$ cat src/rtl/mu0_ctrl_pkg.sv
// Shared encodings for the MU0 control sequencer: FSM states, opcodes and ALU function codes.
package mu0_ctrl_pkg;

    typedef enum logic [1:0] {
        FETCH = 2'b00,
        EXEC  = 2'b01,
        HALT  = 2'b10
    } state_t;

    localparam logic [3:0] OP_LDA = 4'd0;
    localparam logic [3:0] OP_STA = 4'd1;
    localparam logic [3:0] OP_ADD = 4'd2;
    localparam logic [3:0] OP_SUB = 4'd3;
    localparam logic [3:0] OP_JMP = 4'd4;
    localparam logic [3:0] OP_JGE = 4'd5;
    localparam logic [3:0] OP_JNE = 4'd6;
    localparam logic [3:0] OP_STP = 4'd7;

    localparam logic [1:0] PASS_Y = 2'b00;
    localparam logic [1:0] ADD    = 2'b01;
    localparam logic [1:0] SUB    = 2'b10;
    localparam logic [1:0] INC_X  = 2'b11;

endpackage

$ cat src/rtl/mu0_wait_timer.sv
// Saturating wait-state counter for a pending memory access.
// Raises timeout on the MAX_WAIT-th consecutive cycle without an acknowledge.
module mu0_wait_timer
    import mu0_ctrl_pkg::*;
#(
    parameter int WAIT_W   = 4,
    parameter int MAX_WAIT = 15
) (
    input  logic clk,
    input  logic rst,
    input  logic req,
    input  logic ack,
    input  logic clr,
    output logic timeout
);

    localparam logic [WAIT_W:0] LIMIT = (WAIT_W+1)'(MAX_WAIT);

    logic [WAIT_W-1:0] cnt;
    logic [WAIT_W:0]   cnt_inc;

    function automatic logic [WAIT_W-1:0] sat_inc(input logic [WAIT_W-1:0] v);
        return (&v) ? v : v + WAIT_W'(1);
    endfunction

    // cnt_inc counts the current cycle too, so an ack-less cycle that brings it
    // to the limit is the last one allowed; an ack on that cycle still wins.
    assign cnt_inc = {1'b0, cnt} + (WAIT_W+1)'(1);
    assign timeout = (MAX_WAIT != 0) && req && !ack && (cnt_inc == LIMIT);

    always_ff @(posedge clk) begin
        if (rst || clr || ack || !req)
            cnt <= '0;
        else
            cnt <= sat_inc(cnt);
    end

endmodule

$ cat src/rtl/mu0_ctrl_seq.sv
// MU0 fetch/execute control sequencer: decodes the opcode and drives the datapath
// selects, register enables and memory handshake, with a bus-error timeout.
module mu0_ctrl_seq
    import mu0_ctrl_pkg::*;
#(
    parameter int WAIT_W   = 4,
    parameter int MAX_WAIT = 15
) (
    input  logic       Clk,
    input  logic       Reset,
    input  logic [3:0] F,
    input  logic       N,
    input  logic       Z,
    input  logic       Mem_Ack,
    output logic       X_sel,
    output logic       Y_sel,
    output logic       Addr_sel,
    output logic [1:0] ALU_fs,
    output logic       Acc_En,
    output logic       PC_En,
    output logic       IR_En,
    output logic       Rd,
    output logic       Wr,
    output logic       Halted,
    output logic       Bus_Err
);

    state_t state, state_nx;
    logic   acc_c, pc_c, ir_c, rd_c, wr_c;
    logic   timeout;
    logic   bus_err;

    always_comb begin
        state_nx = state;
        X_sel    = 1'b0;
        Y_sel    = 1'b0;
        Addr_sel = 1'b0;
        ALU_fs   = PASS_Y;
        acc_c    = 1'b0;
        pc_c     = 1'b0;
        ir_c     = 1'b0;
        rd_c     = 1'b0;
        wr_c     = 1'b0;
        case (state)
            FETCH: begin
                rd_c   = 1'b1;
                X_sel  = 1'b1;
                ALU_fs = INC_X;
                ir_c   = Mem_Ack;
                pc_c   = Mem_Ack;
                if (Mem_Ack) state_nx = EXEC;
            end
            EXEC: begin
                case (F)
                    OP_LDA, OP_ADD, OP_SUB: begin
                        Addr_sel = 1'b1;
                        rd_c     = 1'b1;
                        acc_c    = Mem_Ack;
                        if (F == OP_ADD) ALU_fs = ADD;
                        else if (F == OP_SUB) ALU_fs = SUB;
                        if (Mem_Ack) state_nx = FETCH;
                    end
                    OP_STA: begin
                        Addr_sel = 1'b1;
                        wr_c     = 1'b1;
                        if (Mem_Ack) state_nx = FETCH;
                    end
                    OP_JMP: begin
                        Y_sel    = 1'b1;
                        pc_c     = 1'b1;
                        state_nx = FETCH;
                    end
                    OP_JGE: begin
                        Y_sel    = !N;
                        pc_c     = !N;
                        state_nx = FETCH;
                    end
                    OP_JNE: begin
                        Y_sel    = !Z;
                        pc_c     = !Z;
                        state_nx = FETCH;
                    end
                    OP_STP:  state_nx = HALT;
                    default: state_nx = FETCH;
                endcase
            end
            HALT:    state_nx = HALT;
            default: state_nx = FETCH;
        endcase
        if (timeout) state_nx = HALT;
    end

    // Reset must kill any in-flight request combinationally, not a cycle later.
    assign Acc_En  = acc_c & ~Reset;
    assign PC_En   = pc_c & ~Reset;
    assign IR_En   = ir_c & ~Reset;
    assign Rd      = rd_c & ~Reset;
    assign Wr      = wr_c & ~Reset;
    assign Halted  = (state == HALT) & ~Reset;
    assign Bus_Err = bus_err & ~Reset;

    always_ff @(posedge Clk) begin
        if (Reset) begin
            state   <= FETCH;
            bus_err <= 1'b0;
        end else begin
            state <= state_nx;
            if (timeout) bus_err <= 1'b1;
        end
    end

    mu0_wait_timer #(
        .WAIT_W  (WAIT_W),
        .MAX_WAIT(MAX_WAIT)
    ) u_wait_timer (
        .clk    (Clk),
        .rst    (Reset),
        .req    (rd_c | wr_c),
        .ack    (Mem_Ack),
        .clr    (state_nx != state),
        .timeout(timeout)
    );

endmodule
$ cat config.mk
export PLATFORM = sky130hd
export DESIGN_NAME = mu0_ctrl_seq
export DESIGN_NICKNAME = d
export VERILOG_FILES = /design/src/rtl/mu0_ctrl_pkg.sv /design/src/rtl/mu0_wait_timer.sv /design/src/rtl/mu0_ctrl_seq.sv
export SDC_FILE = /design/constraint.sdc
export NUM_CORES = 1
export LEC_CHECK = 0
export ABC_AREA = 1
export CAP_MARGIN = 20
export CELL_PAD_IN_SITES_DETAIL_PLACEMENT = 1
export CELL_PAD_IN_SITES_GLOBAL_PLACEMENT = 1
export CORE_MARGIN = 4
export CORE_UTILIZATION = 29
export CTS_CLUSTER_SIZE = 24
export DETAILED_ROUTE_END_ITERATION = 16
export PLACE_DENSITY_LB_ADDON = 0.1
export SYNTH_ARGS = -nofsm -noshare
export SYNTH_HDL_FRONTEND = slang
export SYNTH_HIERARCHICAL = 1
export SYNTH_SLANG_ARGS = --single-unit
$ cat constraint.sdc
create_clock -name Clk -period 2.6 [get_ports Clk]
set_input_delay 0.39 -clock Clk [delete_from_list [all_inputs] [get_ports Clk]]
set_output_delay 0.39 -clock Clk [all_outputs]
set_load 0.01 [all_outputs]
; ---- After elaboration in Yosys (flattened, before gate mapping)
; Cells that the tools add are included.
[totals]
elab_cells = 61
mem_bits_rw = 0
ff_bits = 7
inputBits = 9
latchBits = 0
romBits = 0
n_memories = 0
out_inout_bits = 12
[classes]
magnitude_cmp = 0
n_shift = 0
bitwise = 9
n_reduce_logical = 14
muxes = 22
n_eq_ne = 11
addsub = 2
n_mul = 0
div = 0
[op_table]
columns = cell, count
row1 = $eq A4 B3 Y1 const B, 4
row2 = $mux W2, 6
row3 = $mux W1, 10
row4 = $eq A4 B2 Y1 const B, 2
row5 = $pmux W2 S2, 2
row6 = $and A1 B1 Y1, 7
row7 = $pmux W2 S3, 1
row8 = $add A4 B1 Y5 const B, 1
row9 = $eq A5 B4 Y1 const B, 1
row10 = $add A4 B1 Y4 const B, 1
row11 = $eq A4 B1 Y1 const B, 1
row12 = $logic_not A1 Y1, 4
row13 = $logic_not A4 Y1, 1
row14 = $pmux W1 S2, 2
row15 = $reduce_and A4 Y1, 1
row16 = $reduce_or A4 Y1, 1
row17 = $logic_or A1 B1 Y1, 3
row18 = $pmux W1 S3, 1
row19 = $reduce_or A3 Y1, 1
row20 = $eq A2 B1 Y1 const B, 1
row21 = $eq A2 B2 Y1 const B, 1
row22 = $logic_and A1 B1 Y1, 2
row23 = $logic_not A2 Y1, 1
row24 = $ne A2 B2 Y1, 1
row25 = other kinds (2), 2

; ---- Longest topological paths before layout
[depth]
depth_word = 12
mapped_depth = 21
ltp_nobuf = 20

; ---- Hierarchy
; The synthesis kept the hierarchy.
[by_module_without_submodules]
columns = module, cells_each, seq_area_each_um2, n_inst, area_per_inst_um2
row1 = mu0_ctrl_seq, 66, 60.1, 1, 366.6
row2 = mu0_wait_timer, 33, 80.1, 1, 239.0

; ---- Worst setup path after synthesis
; OpenSTA, ideal clock, no wires.
[synth_timing]
path_kind = input to register
startpoint = input F[3]
endpoint = register u_wait_timer.cnt[1]
setup_slack_ps = 613
required_time_ps = 2536
arrival_time_ps = 1924
setup_ps = 64
stages = 19
n_path_buf = 0
cell_sequence = nor2_1 > inv_1 > o21ai_0 > nand2_1 > nor2_1 > nand2_1 > a21oi_2 > inv_1 > nand2_1 > nor2_2 > nand3_1 > nand2_1 > inv_1 > nand2_1 > nor2_1 > nand3_1 > inv_1 > nand2_1 > nor2_1
[synth_via]
elab_chain_cells = 12
word_cells_on_any_way = 22
cone_classes = eq/ne: 5 / mux: 7 / bitwise: 1 / reduce/logical: 9
[synth_lines]
columns = element, line_no
row1 = "start, declared", mu0_ctrl_seq.sv:11  ; input logic [3:0] F,
row2 = $eq A4 B2 Y1 or $logic_not A4 Y1 (tied branches), mu0_ctrl_seq.sv:54  ; case (F)
row3 = $reduce_or A3 Y1, mu0_ctrl_seq.sv:54
row4 = $mux W1, mu0_ctrl_seq.sv:54
row5 = $pmux W1 S2, mu0_ctrl_seq.sv:44  ; case (state)
row6 = $or A1 B1 Y1 (*), mu0_ctrl_seq.sv:118  ; .req (rd_c | wr_c),
row7 = $logic_and A1 B1 Y1 (*) (2 in a row), mu0_wait_timer.sv:29  ; assign timeout = (MAX_WAIT != 0) && req && !ack && (cnt_inc == LIMIT);
row8 = via timeout, mu0_ctrl_seq.sv:30  ; logic timeout;
row9 = $mux W2 (*), mu0_ctrl_seq.sv:90  ; if (timeout) state_nx = HALT;
row10 = $ne A2 B2 Y1 (*), mu0_ctrl_seq.sv:120  ; .clr (state_nx != state),
row11 = $logic_or A1 B1 Y1 (*) (3 in a row), mu0_wait_timer.sv:32  ; if (rst || clr || ack || !req)
row12 = "end signal, assigned", mu0_wait_timer.sv:35  ; cnt <= sat_inc(cnt);
row13 = "end, declared", mu0_wait_timer.sv:19  ; logic [WAIT_W-1:0] cnt;
; The timed path passes the listed nets; every way through them passes the cells marked *.
; A chain may end at the register's enable or synchronous reset.

; ---- Worst setup path in the final report
[layout_timing]
startpoint = input Mem_Ack
endpoint = output Acc_En
[layout_via]
elab_chain_cells = 3
[layout_lines]
columns = element, line_no
row1 = "start, declared", mu0_ctrl_seq.sv:14  ; input logic Mem_Ack,
row2 = $mux W1, mu0_ctrl_seq.sv:54
row3 = $mux W1, mu0_ctrl_seq.sv:44
row4 = $and A1 B1 Y1, mu0_ctrl_seq.sv:94  ; assign Acc_En = acc_c & ~Reset;
row5 = "end, declared", mu0_ctrl_seq.sv:19  ; output logic Acc_En,
; Every way passes these cells.

==> impl_metrics.py <==
metrics = {
    "cts": {
        "cts_tree": "built",
        "clock_latency_on_the_worst_skew_pair_ns": 0.25,
        "clkSinkCount": 7,
        "root_buffer": "sky130_fd_sc_hd__clkbuf_4",
        "cts_post_setup_buffers_inserted": 0,
        "number_of_cts_inserted_buffers": 3,
        "clockBufferDepth": 2,
        "holdBufCountCts": 0,
        "clkSlewWorstSetupHoldPaths_ns": 0.05,
        "htreeDepth": 1,
    },
    "timing": {
        "min_period_over_period_pct": 92.00,
        "clock.fmax_mhz": 418.0,
        "final.setup_skew_ns": 0.001538,
        "slew_headroom_pct": 74.81,
        "hold_ws_ns": 0.4574,
        "number_of_setup_violations_in_the_final_report": 0,
        "post-route-worst-setup-slack_ns": 0.2079,
        "fin_crit_ns": 2.392,
        "drv_slew": 0,
        "total_negative_setup_slack_ns": 0,
        "timing_worst_slew_pin_value_ns": 0.3774,
        "rsz0062_at_grt": "no",
        "timing_hold_violations_final": 0,
    },
    "flow_run": {
        "drv_cap": 0,
    },
    "routing": {
        "drt-total-wl_um": 1710,
        "remaining_drcs": 0,
        "drtIter0Drc": 7,
        "antenna_left": 0,
        "wire_per_inst_um": 11.32,
        "vias": 658,
        "1st_pass_router_iterations": 2,
        "viasPerCell": 4.358,
    },
    "power_and_ir_drop": {
        "ir_worst_vdd_uv": 382.7,
        "cellPowerDensity_nw_per_um2": 331.0,
        "leakage_nw": 0.4199,
    },
    "critical_path": {
        "setup.worst_path.class": "primary input to output port",
        "worstPathArrival_ns": 2.00,
        "critical_path.max_fanout": 3,
        "worst_setup_sp_type": "primary input",
        "cp.required_ns": 2.21,
        "endpoint_class_of_the_critical_path": "output port",
    },
    "yosys": {
        "netlist_area_pre_place_um2": 605.6,
        "xor_and_xnor_fraction_of_the_mapped_netlist_area_pct": 2.893,
        "synthesis.instances": 99,
        "ys_seq_area_share_pct": 23.14,
        "yosys.area.top_type_share_pct": 23.14,
        "largest_family_of_logic_cells_by_synthesized_area": "simple AND/OR/NAND/NOR gates",
        "synth-warning-count": 6,
        "synth-compound-area-share_pct": 11.78,
        "post_synth_fa_ha_maj_area_fraction_pct": 4.132,
        "yosys-mux-area-fraction_pct": 0,
        "synth_area_per_cell_um2": 6.117,
        "yosys.area_share.simple_pct": 40.29,
        "netlist-cell-type-count": 22,
        "syn_nets": 110,
        "synth_seq_cells": 7,
        "ys_top_cells_by_area": "sky130_fd_sc_hd__dfxtp_1, sky130_fd_sc_hd__nand2_1, sky130_fd_sc_hd__inv_1",
        "post-synth-top-area-cell": "sky130_fd_sc_hd__dfxtp_1",
    },
    "global_route": {
        "first_pass_grt_wire_length_um": 3056,
        "grt.overflow.total": 0,
        "largest_net_degree_at_the_start_of_global_routing": 10,
        "via_count_of_the_first_global_routing_pass": 699,
        "grt_util_all_layers_pct": 14.39,
        "initial_antenna_violation_count": 0,
    },
    "floorplan": {
        "chipWidth_um": 53.70,
        "fp.dieH_um": 53.70,
        "start_util_pct": 30.56,
        "fp.dieArea_um2": 2883,
        "rows": 16,
        "io_pins": 21,
        "area_of_the_placeable_core_um2": 1982,
    },
    "placed_design": {
        "gp_routability_congestion": 0.7197,
        "pre_cts_slack_ns": -0.01815,
        "placed_cell_area_um2": 843.3,
        "hpwl_um": 1457,
        "numPortBuffers": 20,
        "placed_cells_incl_taps": 147,
    },
    "finish": {
        "non_filler_instances": 151,
        "mostFrequentLayoutCells": "sky130_fd_sc_hd__nand2_1, sky130_fd_sc_hd__inv_1, sky130_fd_sc_hd__clkdlybuf4s50_1",
        "fraction_of_final_layout_cells_with_drive_strength_greater_than_1_pct": 15.32,
        "antennaDiodeCount": 0,
        "layout.cells.most_common": "sky130_fd_sc_hd__nand2_1",
        "fin_area_um2": 878.3,
        "num-nets-final": 136,
        "areaGrowthSynthToFinish_pct": 45.04,
    },
    "worst_hold_path": {
        "timing.hold.worst.class": "flip-flop to flip-flop",
    },
    "status": {
        "run_status": "finished clean",
    },
}
[state kept, by name, summed over array words and instances, names as in the netlist]
name	count
u_wait_timer/cnt	4
bus_err	1
state	2
[final cells by class]
type                            count  area [um2]
Clock buffer                        4       26.28
Fill cell                         269        1104
Inverter                           21       81.33
Multi-Input combinational cell     68       366.6
Sequential cell                     7       140.1
Tap cell                           27       33.78
Timing Repair Buffer               24       230.2
[per-stage QoR]
stage               power (mW)  utilization, %
floorplan               0.1561               -
global placement        0.1936           42.55
detailed placement      0.1942           42.55
CTS                     0.2957           43.88
global route            0.3106           44.32
finish                  0.2907           44.32
[worst max-delay path, stage by stage]
cell                              delay [ns]
sky130_fd_sc_hd__clkdlybuf4s50_1        0.50
sky130_fd_sc_hd__inv_1                  0.08
sky130_fd_sc_hd__nor2_1                 0.12
sky130_fd_sc_hd__inv_1                  0.08
sky130_fd_sc_hd__nor3_1                 0.24
sky130_fd_sc_hd__clkdlybuf4s50_1        0.59
[final timing paths]
path	start	to	slack, ns	cells after the start
worst max-delay path	Mem_Ack	Acc_En	0.21	6
worst min-delay path	bus_err	bus_err	0.46	2
worst max register to register	state[1]	u_wait_timer/cnt[1]	0.41	20
worst min register to register	bus_err	bus_err	0.46	2
[cell families after synthesis]
group           after synthesis
flops                         7
fa+ha+maj                     2
simple gates                 53
compound gates               11
buf+inv                      24
xor+xnor                      2
[timing repair]
| item | in CTS | in global routing |
|---|---|---|
| resized for setup | 0 | 3 |
| hold endpoints to repair | 0 | 0 |
| setup endpoints to repair | 0 | 2 |
[power by group]
part / leakage [nW] / internal, mW / switching [mW]
combinational: 0.348 / 0.0400 / 0.0401
sequential: 0.0568 / 0.110 / 0.00309
clock: 0.0150 / 0.0585 / 0.0393
total: 0.420 / 0.208 / 0.0825
[routing by layer]
| layer | up-vias | GRT usage, % | wire (um) |
|---|---|---|---|
| met5 | - | 0 | 0 |
| met4 | 0 | 0 | 0 |
| met3 | 0 | 6.094 | 93 |
| met2 | 14 | 22.98 | 748 |
| met1 | 286 | 19.04 | 868 |
| li1 | 358 | - | - |
[synthesized netlist by cell type]
master	instances
sky130_fd_sc_hd__ha_1	2
sky130_fd_sc_hd__inv_1	20
sky130_fd_sc_hd__o22ai_1	1
sky130_fd_sc_hd__nand3_1	6
sky130_fd_sc_hd__nand2_2	3
sky130_fd_sc_hd__nand3_2	1
sky130_fd_sc_hd__inv_4	1
sky130_fd_sc_hd__nor2_2	1
sky130_fd_sc_hd__a21oi_2	2
sky130_fd_sc_hd__nor3_1	3
sky130_fd_sc_hd__nor2_4	2
sky130_fd_sc_hd__clkbuf_1	1
sky130_fd_sc_hd__o21ai_0	2
sky130_fd_sc_hd__nand4_1	1
sky130_fd_sc_hd__buf_6	2
sky130_fd_sc_hd__nor2_1	13
sky130_fd_sc_hd__a211oi_1	1
sky130_fd_sc_hd__a21oi_1	3
sky130_fd_sc_hd__nand2_1	23
sky130_fd_sc_hd__o31ai_1	2
sky130_fd_sc_hd__xor2_1	2
sky130_fd_sc_hd__dfxtp_1	7
Note: power is estimated with default switching activity, not from simulation.
